## src/rtl/prince_sbox_glm_pipe.sv

```systemverilog
// Two-stage, two-share glitch-robust PRINCE S-box layer over NIBBLES lanes.
// Optional output refresh with fresh randomness: define PRINCE_SBOX_REFRESH_EN.
module prince_sbox_glm_pipe #(
    parameter int unsigned NIBBLES = 16
) (
    input  logic                   clk,
    input  logic                   rst_n,
    input  logic                   in_valid,
    output logic                   in_ready,
    input  logic [4*NIBBLES-1:0]   in_sh0,
    input  logic [4*NIBBLES-1:0]   in_sh1,
    output logic                   out_valid,
    input  logic                   out_ready,
    output logic [4*NIBBLES-1:0]   out_sh0,
    output logic [4*NIBBLES-1:0]   out_sh1
`ifdef PRINCE_SBOX_REFRESH_EN
    ,
    input  logic [4*NIBBLES-1:0]   rnd
`endif
);

    localparam int unsigned W = 4 * NIBBLES;

    function automatic logic [3:0] sbox(input logic [3:0] x);
        logic [3:0] y;
        case (x)
            4'h0: y = 4'hB;  4'h1: y = 4'hF;  4'h2: y = 4'h3;  4'h3: y = 4'h2;
            4'h4: y = 4'hA;  4'h5: y = 4'hC;  4'h6: y = 4'h9;  4'h7: y = 4'h1;
            4'h8: y = 4'h6;  4'h9: y = 4'h7;  4'hA: y = 4'h8;  4'hB: y = 4'h0;
            4'hC: y = 4'hE;  4'hD: y = 4'h5;  4'hE: y = 4'hD;  default: y = 4'h4;
        endcase
        return y;
    endfunction

    // ANF coefficients via Moebius transform; bit j*16+m is monomial m of output bit j.
    function automatic logic [63:0] anf_table();
        logic [63:0] a;
        logic [3:0]  s;
        logic        c;
        a = '0;
        for (int unsigned j = 0; j < 4; j++) begin
            for (int unsigned m = 0; m < 16; m++) begin
                c = 1'b0;
                for (int unsigned u = 0; u < 16; u++) begin
                    if ((u & ~m) == 0) begin
                        s = sbox(4'(u));
                        c = c ^ s[j];
                    end
                end
                a[j*16+m] = c;
            end
        end
        return a;
    endfunction

    localparam logic [63:0] ANF = anf_table();

    // Domain d evaluates only monomial instances whose bits outside m select share 0,
    // so every instance lands in exactly one domain and no domain sees both shares of a bit.
    function automatic logic [63:0] dom_terms(input logic [3:0] s0, input logic [3:0] s1);
        logic [63:0] t;
        logic [3:0]  dv;
        logic [3:0]  mv;
        logic        p;
        t = '0;
        for (int unsigned d = 0; d < 16; d++) begin
            dv = 4'(d);
            for (int unsigned j = 0; j < 4; j++) begin
                for (int unsigned m = 0; m < 16; m++) begin
                    mv = 4'(m);
                    if (ANF[j*16+m] && ((dv & ~mv) == 4'b0000)) begin
                        p = 1'b1;
                        for (int unsigned i = 0; i < 4; i++) begin
                            if (mv[i]) p = p & (dv[i] ? s1[i] : s0[i]);
                        end
                        t[d*4+j] = t[d*4+j] ^ p;
                    end
                end
            end
        end
        return t;
    endfunction

    function automatic logic [7:0] compress(input logic [63:0] dom);
        logic [3:0] sh0;
        logic [3:0] sh1;
        logic [3:0] dv;
        sh0 = '0;
        sh1 = '0;
        for (int unsigned d = 0; d < 16; d++) begin
            dv = 4'(d);
            if (^dv) sh1 = sh1 ^ dom[d*4 +: 4];
            else     sh0 = sh0 ^ dom[d*4 +: 4];
        end
        return {sh1, sh0};
    endfunction

    logic [NIBBLES*64-1:0] w_dom;
    logic [NIBBLES*64-1:0] r_dom;
    logic [W-1:0]          w_c_sh0;
    logic [W-1:0]          w_c_sh1;
    logic [W-1:0]          w_nxt_sh0;
    logic [W-1:0]          w_nxt_sh1;
    logic                  r_s1_valid;
    logic                  r_out_valid;
    logic [W-1:0]          r_out_sh0;
    logic [W-1:0]          r_out_sh1;
    logic                  w_s2_adv;
    logic                  w_in_xfer;

    for (genvar k = 0; k < NIBBLES; k++) begin : g_lane
        assign w_dom[k*64 +: 64] = dom_terms(in_sh0[4*k +: 4], in_sh1[4*k +: 4]);
        assign {w_c_sh1[4*k +: 4], w_c_sh0[4*k +: 4]} = compress(r_dom[k*64 +: 64]);
    end

`ifdef PRINCE_SBOX_REFRESH_EN
    assign w_nxt_sh0 = w_c_sh0 ^ rnd;
    assign w_nxt_sh1 = w_c_sh1 ^ rnd;
`else
    assign w_nxt_sh0 = w_c_sh0;
    assign w_nxt_sh1 = w_c_sh1;
`endif

    assign w_s2_adv  = r_s1_valid & (~r_out_valid | out_ready);
    assign in_ready  = ~r_s1_valid | w_s2_adv;
    assign w_in_xfer = in_valid & in_ready;

    always_ff @(posedge clk or negedge rst_n) begin
        if (!rst_n) begin
            r_s1_valid <= 1'b0;
            r_dom      <= '0;
        end else if (w_in_xfer) begin
            r_s1_valid <= 1'b1;
            r_dom      <= w_dom;
        end else if (w_s2_adv) begin
            r_s1_valid <= 1'b0;
        end
    end

    always_ff @(posedge clk or negedge rst_n) begin
        if (!rst_n) begin
            r_out_valid <= 1'b0;
            r_out_sh0   <= '0;
            r_out_sh1   <= '0;
        end else if (w_s2_adv) begin
            r_out_valid <= 1'b1;
            r_out_sh0   <= w_nxt_sh0;
            r_out_sh1   <= w_nxt_sh1;
        end else if (out_ready) begin
            r_out_valid <= 1'b0;
        end
    end

    assign out_valid = r_out_valid;
    assign out_sh0   = r_out_sh0;
    assign out_sh1   = r_out_sh1;

endmodule

```

## config.mk

```make
export PLATFORM = sky130hd
export DESIGN_NAME = prince_sbox_glm_pipe
export DESIGN_NICKNAME = d
export VERILOG_FILES = /design/src/rtl/prince_sbox_glm_pipe.sv
export SDC_FILE = /design/constraint.sdc
export NUM_CORES = 2
export LEC_CHECK = 0
export ABC_AREA = 1
export CORE_UTILIZATION = 35
export CTS_CLUSTER_DIAMETER = 50
export CTS_CLUSTER_SIZE = 24
export DETAILED_ROUTE_END_ITERATION = 10
export DONT_BUFFER_PORTS = 1
export SYNTH_ARGS = -nofsm -noshare
export SYNTH_HDL_FRONTEND = slang
export SYNTH_SLANG_ARGS = --single-unit
```

## constraint.sdc

```tcl
create_clock -name clk -period 1.4 [get_ports clk]
set_input_delay 0.21 -clock clk [delete_from_list [all_inputs] [get_ports clk]]
set_output_delay 0.21 -clock clk [all_outputs]
set_load 0.05 [all_outputs]
```

# [Word-level counts from Yosys, hierarchy flattened]
# Index checks and enable logic that the tools add are counted.
[word_totals] ff_bits=913 latchBits=0 mem_bits_rw=0 mem_bits_ro=0 inputBits=132 out_inout_bits=130 n_memories=0
[classes] addsub=0 mul=0 div_mod_pow=0 magnitude_cmp=0 eq_ne=0 shifts=0 n_mux=4 bitwise=2310 n_reduce_logical=2
[op_table] operator="$xor A1 B1 Y1" n=1152
[op_table] operator="$and A1 B1 Y1" n=898
[op_table] operator="$xor A4 B4 Y4" n=192
[op_table] operator="$xor A4 B3 Y4" n=16
[op_table] operator="$not A1 Y1" n=50
[op_table] operator="$mux W1" n=4
[op_table] operator="$reduce_bool A2 Y1" n=2
[op_table] operator="$or A1 B1 Y1" n=2

# [Depth between registers and ports, before layout]
[depth] word_depth=8 mapped_depth=9 mapped_depth_nobuf=9

# [Least setup slack after synthesis]
# OpenSTA, ideal clock, no wires.
[synth_path] path_kind="reg-to-reg" startpoint="register r_out_valid (netlist: out_valid)" endpoint="register r_dom[257]" setup_time_ps=129 arrival_time_ps=1817 required_ps=1271 path_slack_ps=-546 path_stages_with_launch=9 path_buffers=3 synth_period_minus_slack_ps=1946 cell_sequence="dfrtp_1 > nand3_2 > nand2_2 > inv_2 > buf_6 > buf_6 > buf_4 > o211ai_1 > o21ai_1"
[synth_between] elab_chain_cells=5
[synth_rtl] item="start, declared" line_no="105" source="logic r_out_valid;"
[synth_rtl] item="start signal, assigned" line_no="142" source="r_out_valid <= 1'b0;"
[synth_rtl] item="start signal, assigned" line_no="146" source="r_out_valid <= 1'b1;"
[synth_rtl] item="start signal, assigned" line_no="150" source="r_out_valid <= 1'b0;"
[synth_rtl] item="$not A1 Y1" line_no="124" source="assign w_s2_adv = r_s1_valid & (~r_out_valid | out_ready);"
[synth_rtl] item="$or A1 B1 Y1" line_no="124"
[synth_rtl] item="$and A1 B1 Y1" line_no="124"
[synth_rtl] item="$or A1 B1 Y1" line_no="125" source="assign in_ready = ~r_s1_valid | w_s2_adv;"
[synth_rtl] item="named net in_ready" line_no="9" source="output logic in_ready,"
[synth_rtl] item="$and A1 B1 Y1" line_no="126" source="assign w_in_xfer = in_valid & in_ready;"
[synth_rtl] item="end signal, assigned" line_no="134" source="r_dom <= w_dom;"
[synth_rtl] item="end, declared" line_no="99" source="logic [NIBBLES*64-1:0] r_dom;"
# The timed path passes the listed nets, and every way through them passes these cells.
# A chain may end at the register's enable or synchronous reset.

# [Worst setup path after layout]
[layout_path] startpoint="register r_s1_valid" endpoint="register r_dom[650]"
[layout_between] elab_chain_cells=3
[layout_rtl] item="start, declared" line_no="104" source="logic r_s1_valid;"
[layout_rtl] item="start signal, assigned" line_no="130" source="r_s1_valid <= 1'b0;"
[layout_rtl] item="start signal, assigned" line_no="133" source="r_s1_valid <= 1'b1;"
[layout_rtl] item="start signal, assigned" line_no="136" source="r_s1_valid <= 1'b0;"
[layout_rtl] item="$and A1 B1 Y1 / $not A1 Y1 (equally long branches)" line_no="124, 125"
[layout_rtl] item="$or A1 B1 Y1 (*)" line_no="125"
[layout_rtl] item="$and A1 B1 Y1 (*)" line_no="126"
# Every way passes the cells marked *; elsewhere a longest branch is shown, timed or not.

==> results by group <==
CTS
  • Root Driver: clkbuf_16
  • CTS Sinks: 818
  • Hold Buf Count CTS: ~140
  • Total CTS buffers: 115
  • CTS clk-pin slew, worst paths: 0.06 ns
  • CTS tree: done
  • H-tree depth reported by CTS: 3
  • Deepest clock path buffer count: 3
  • Clock latency on the worst-skew pair: around 0.72 ns

Routing
  • Post-route ant nets: 0
  • 1st-iter DRT viols: 3,250
  • DR vias: 40,400
  • Vias per inst: roughly 5
  • Final WL: 135,000 um
  • Post-DR wirelength/cell: 16.8 um
  • Drt pass-1 iters: 6
  • Drt drc: 0

Logic synthesis
  • Synth area leader: dfrtp_1
  • EDFF count, synth: 0
  • Register area share after synthesis: between 40% and 50%
  • Synthesized flop and latch total: around 820
  • Synth Area per Inst: 7.26 sq um
  • Count leader, synth: nand2_1
  • Yosys warning count: 0
  • Largest cells by area after synthesis: dfrtp_1, nand2_1, inv_1
  • Top-area cell type share of the netlist area: a little under half
  • Distinct cells, synth: 30
  • Mapped cell area: roughly 0.043 sq mm
  • Cells after synthesis: 5,914
  • Most frequent cells after synthesis: nand2_1, inv_1, dfrtp_1
  • Net Count, Synth: 6,046
  • Top_reg_cell synth: dfrtp_1
  • Fraction of registers with async set/reset: 100%

Cells and area
  • Final cell count without fillers: 8,051
  • Area grow syn2layout: 32.3%
  • Share of layout cells above drive strength 1: ~15%
  • Finished Cell Area: 0.0568 sq mm
  • Layout net count: 6,453

Outcome
  • Failing checks: hold timing, setup timing
  • Outcome: finished with violations

Placement
  • DP Cell Count: 7,543
  • Dpl ws: -0.232 ns
  • Final RePlAce weighted congestion: 0.919
  • Buffers on Ports: 0
  • Post-DP Area: 0.0461 sq mm
  • Placed wire-length estimate: 85,700 um

Floorplan
  • Die W: 352 um
  • Core Area: 0.122 sq mm
  • IO Count: ~260
  • FP Rows: 128
  • Die Y: 352 um
  • Die area: 0.124 sq mm
  • Starting Density: 35.3%

Timing
  • Final hold vios: 480
  • Worst Setup Slack, final: -0.318 ns
  • Worst slew pin tran: 1.00 ns
  • Minimum clock period: 1.72 ns
  • Final setup fails: 931
  • RSZ-0062 raised after global routing: yes
  • Max Fclk: approximately 580 MHz
  • Final clock skew: 0.0199 ns
  • Slew Limit Headroom: 33.2%
  • Fin crit share: 123%
  • Worst hold slack: -0.814 ns
  • Pins Over Slew Limit: 0

Flow run
  • Reported max-cap violation count: 0

Worst setup path
  • CP Max Fanout: 7
  • Critical Path RT: roughly 2.0 ns
  • Worst Setup End Kind: register
  • Crit path kind: register to register
  • WP data arrival: 2.31 ns
  • CP Launch Type: register

GRT
  • Total GRT Usage: 21.4%
  • Initial antenna violation count: 2
  • Total grt overflow: 0
  • Pin count of the biggest net entering global routing: 819
  • Vias in the first global route: 39,800
  • First-pass GRT wire length: roughly 220,000 um

Worst hold path
  • Worst min-delay path class: input pin to async pin

Power
  • Leakage: 28.6 nW
  • Cell Pwr Density: around 1500 mW/mm^2
  • Worst vdd ir: 1.16 mV
worst max-delay path, stage by stage (launching register included):
cell and delay, ns:
dfrtp_1 0.40, nand3_4 0.13, nand2_8 0.09, buf_12 0.15, buf_12 0.17, clkinv_16 0.09, buf_12 0.14, buf_12 0.14
buf_12 0.14, nand2_2 0.06, o21ai_1 0.06
sequential cells by signal (all words and copies together), names as in the netlist:
| register | cells |
|---|---|
| r_dom | 688 |
| out_valid | 1 |
| out_sh0 | 64 |
| r_s1_valid | 1 |
| out_sh1 | 64 |
power breakdown:
group	switching, mW	internal, mW	leakage (nW)
Clock	12.4	18.3	1.99
Sequential	7.05	27.5	10.5
Combinational	12.6	8.74	16.1
Total	32.1	54.6	28.6
cells in the final DEF, fill, tap and decap left out, drive strengths merged, types with 111 or more instances in the layout:
cell type    count
o22ai          269
dfrtp          818
clkbuf         144
nor2           279
buf            314
dlygate4sd3    138
inv           1020
nand4          111
nand3          568
o21ai          454
nand2         2016
cell families (layout without fill, tap and decap cells):
family                 count (synthesis)  after routing  share of synthesized area [%]
AO/OA/AOI/OAI                        826            826                           10.8
XOR/XNOR                              80             80                           1.63
buffers and inverters               1185           1693                           10.9
flip-flops                           818            818                           47.7
other                                  0              4                              0
AND/OR/NAND/NOR                     3005           3005                           28.9
final cells by class:
cell class              instances  area, sq um
repair buffers                477         6780
well taps                    1625         2030
diodes                          4         10.0
fillers                     11700        64900
clock buffers                 134         3080
clock inverters                84          990
inverters                     994         3780
multi-input cells            3911        19400
repair inverters                4         86.3
flip-flops and latches        818        20600
timing repair:
item	CTS	global route
setup endpoints to repair	883	1108
pin swaps	27	18
hold endpoints to repair	1508	481
buffers inserted	63	16
gates cloned	61	11
resized for setup	569	235
metrics by stage:
step                      hold slack [ns]  utilization, %  TNS (ns)  power [mW]
after floorplan                   -0.0856               -   -107.29        45.5
after global placement            -0.0469            37.9    -68.78        50.3
after detailed placement          -0.0503            37.9    -77.10        50.6
after CTS                          -0.858            45.7   -157.66        86.4
after global routing               -0.874            46.6   -198.96        91.1
final                              -0.814            46.6   -155.44        86.6
metal layers:
metal,GRT usage [%],vias to the layer above,wire (um),part of all wire (%)
met2,34.7,1179,62600,46
met1,29.1,19100,61000,45
li1,-,19800,-,-
met5,0,-,10,0.0074
met4,6.17,2,3540,2.6
met3,3.91,246,7920,5.9
worst paths after layout:
kind | end | from | slack (ns) | cells past startpoint
setup / recovery | r_dom[650]$_DFFE_PN0P_ | r_s1_valid$_DFFE_PN0P_ | -0.32 | 10
hold / removal | r_dom[228]$_DFFE_PN0P_ | rst_n | -0.81 | 0
setup reg to reg | r_dom[650]$_DFFE_PN0P_ | r_s1_valid$_DFFE_PN0P_ | -0.32 | 10
hold reg to reg | r_dom[388]$_DFFE_PN0P_ | r_dom[388]$_DFFE_PN0P_ | 0.49 | 2
max in group asynchronous | r_dom[651]$_DFFE_PN0P_ | rst_n | 0.26 | 3
min in group clk | r_s1_valid$_DFFE_PN0P_ | out_ready | -0.08 | 4
Power figures use the tool's default switching activity.
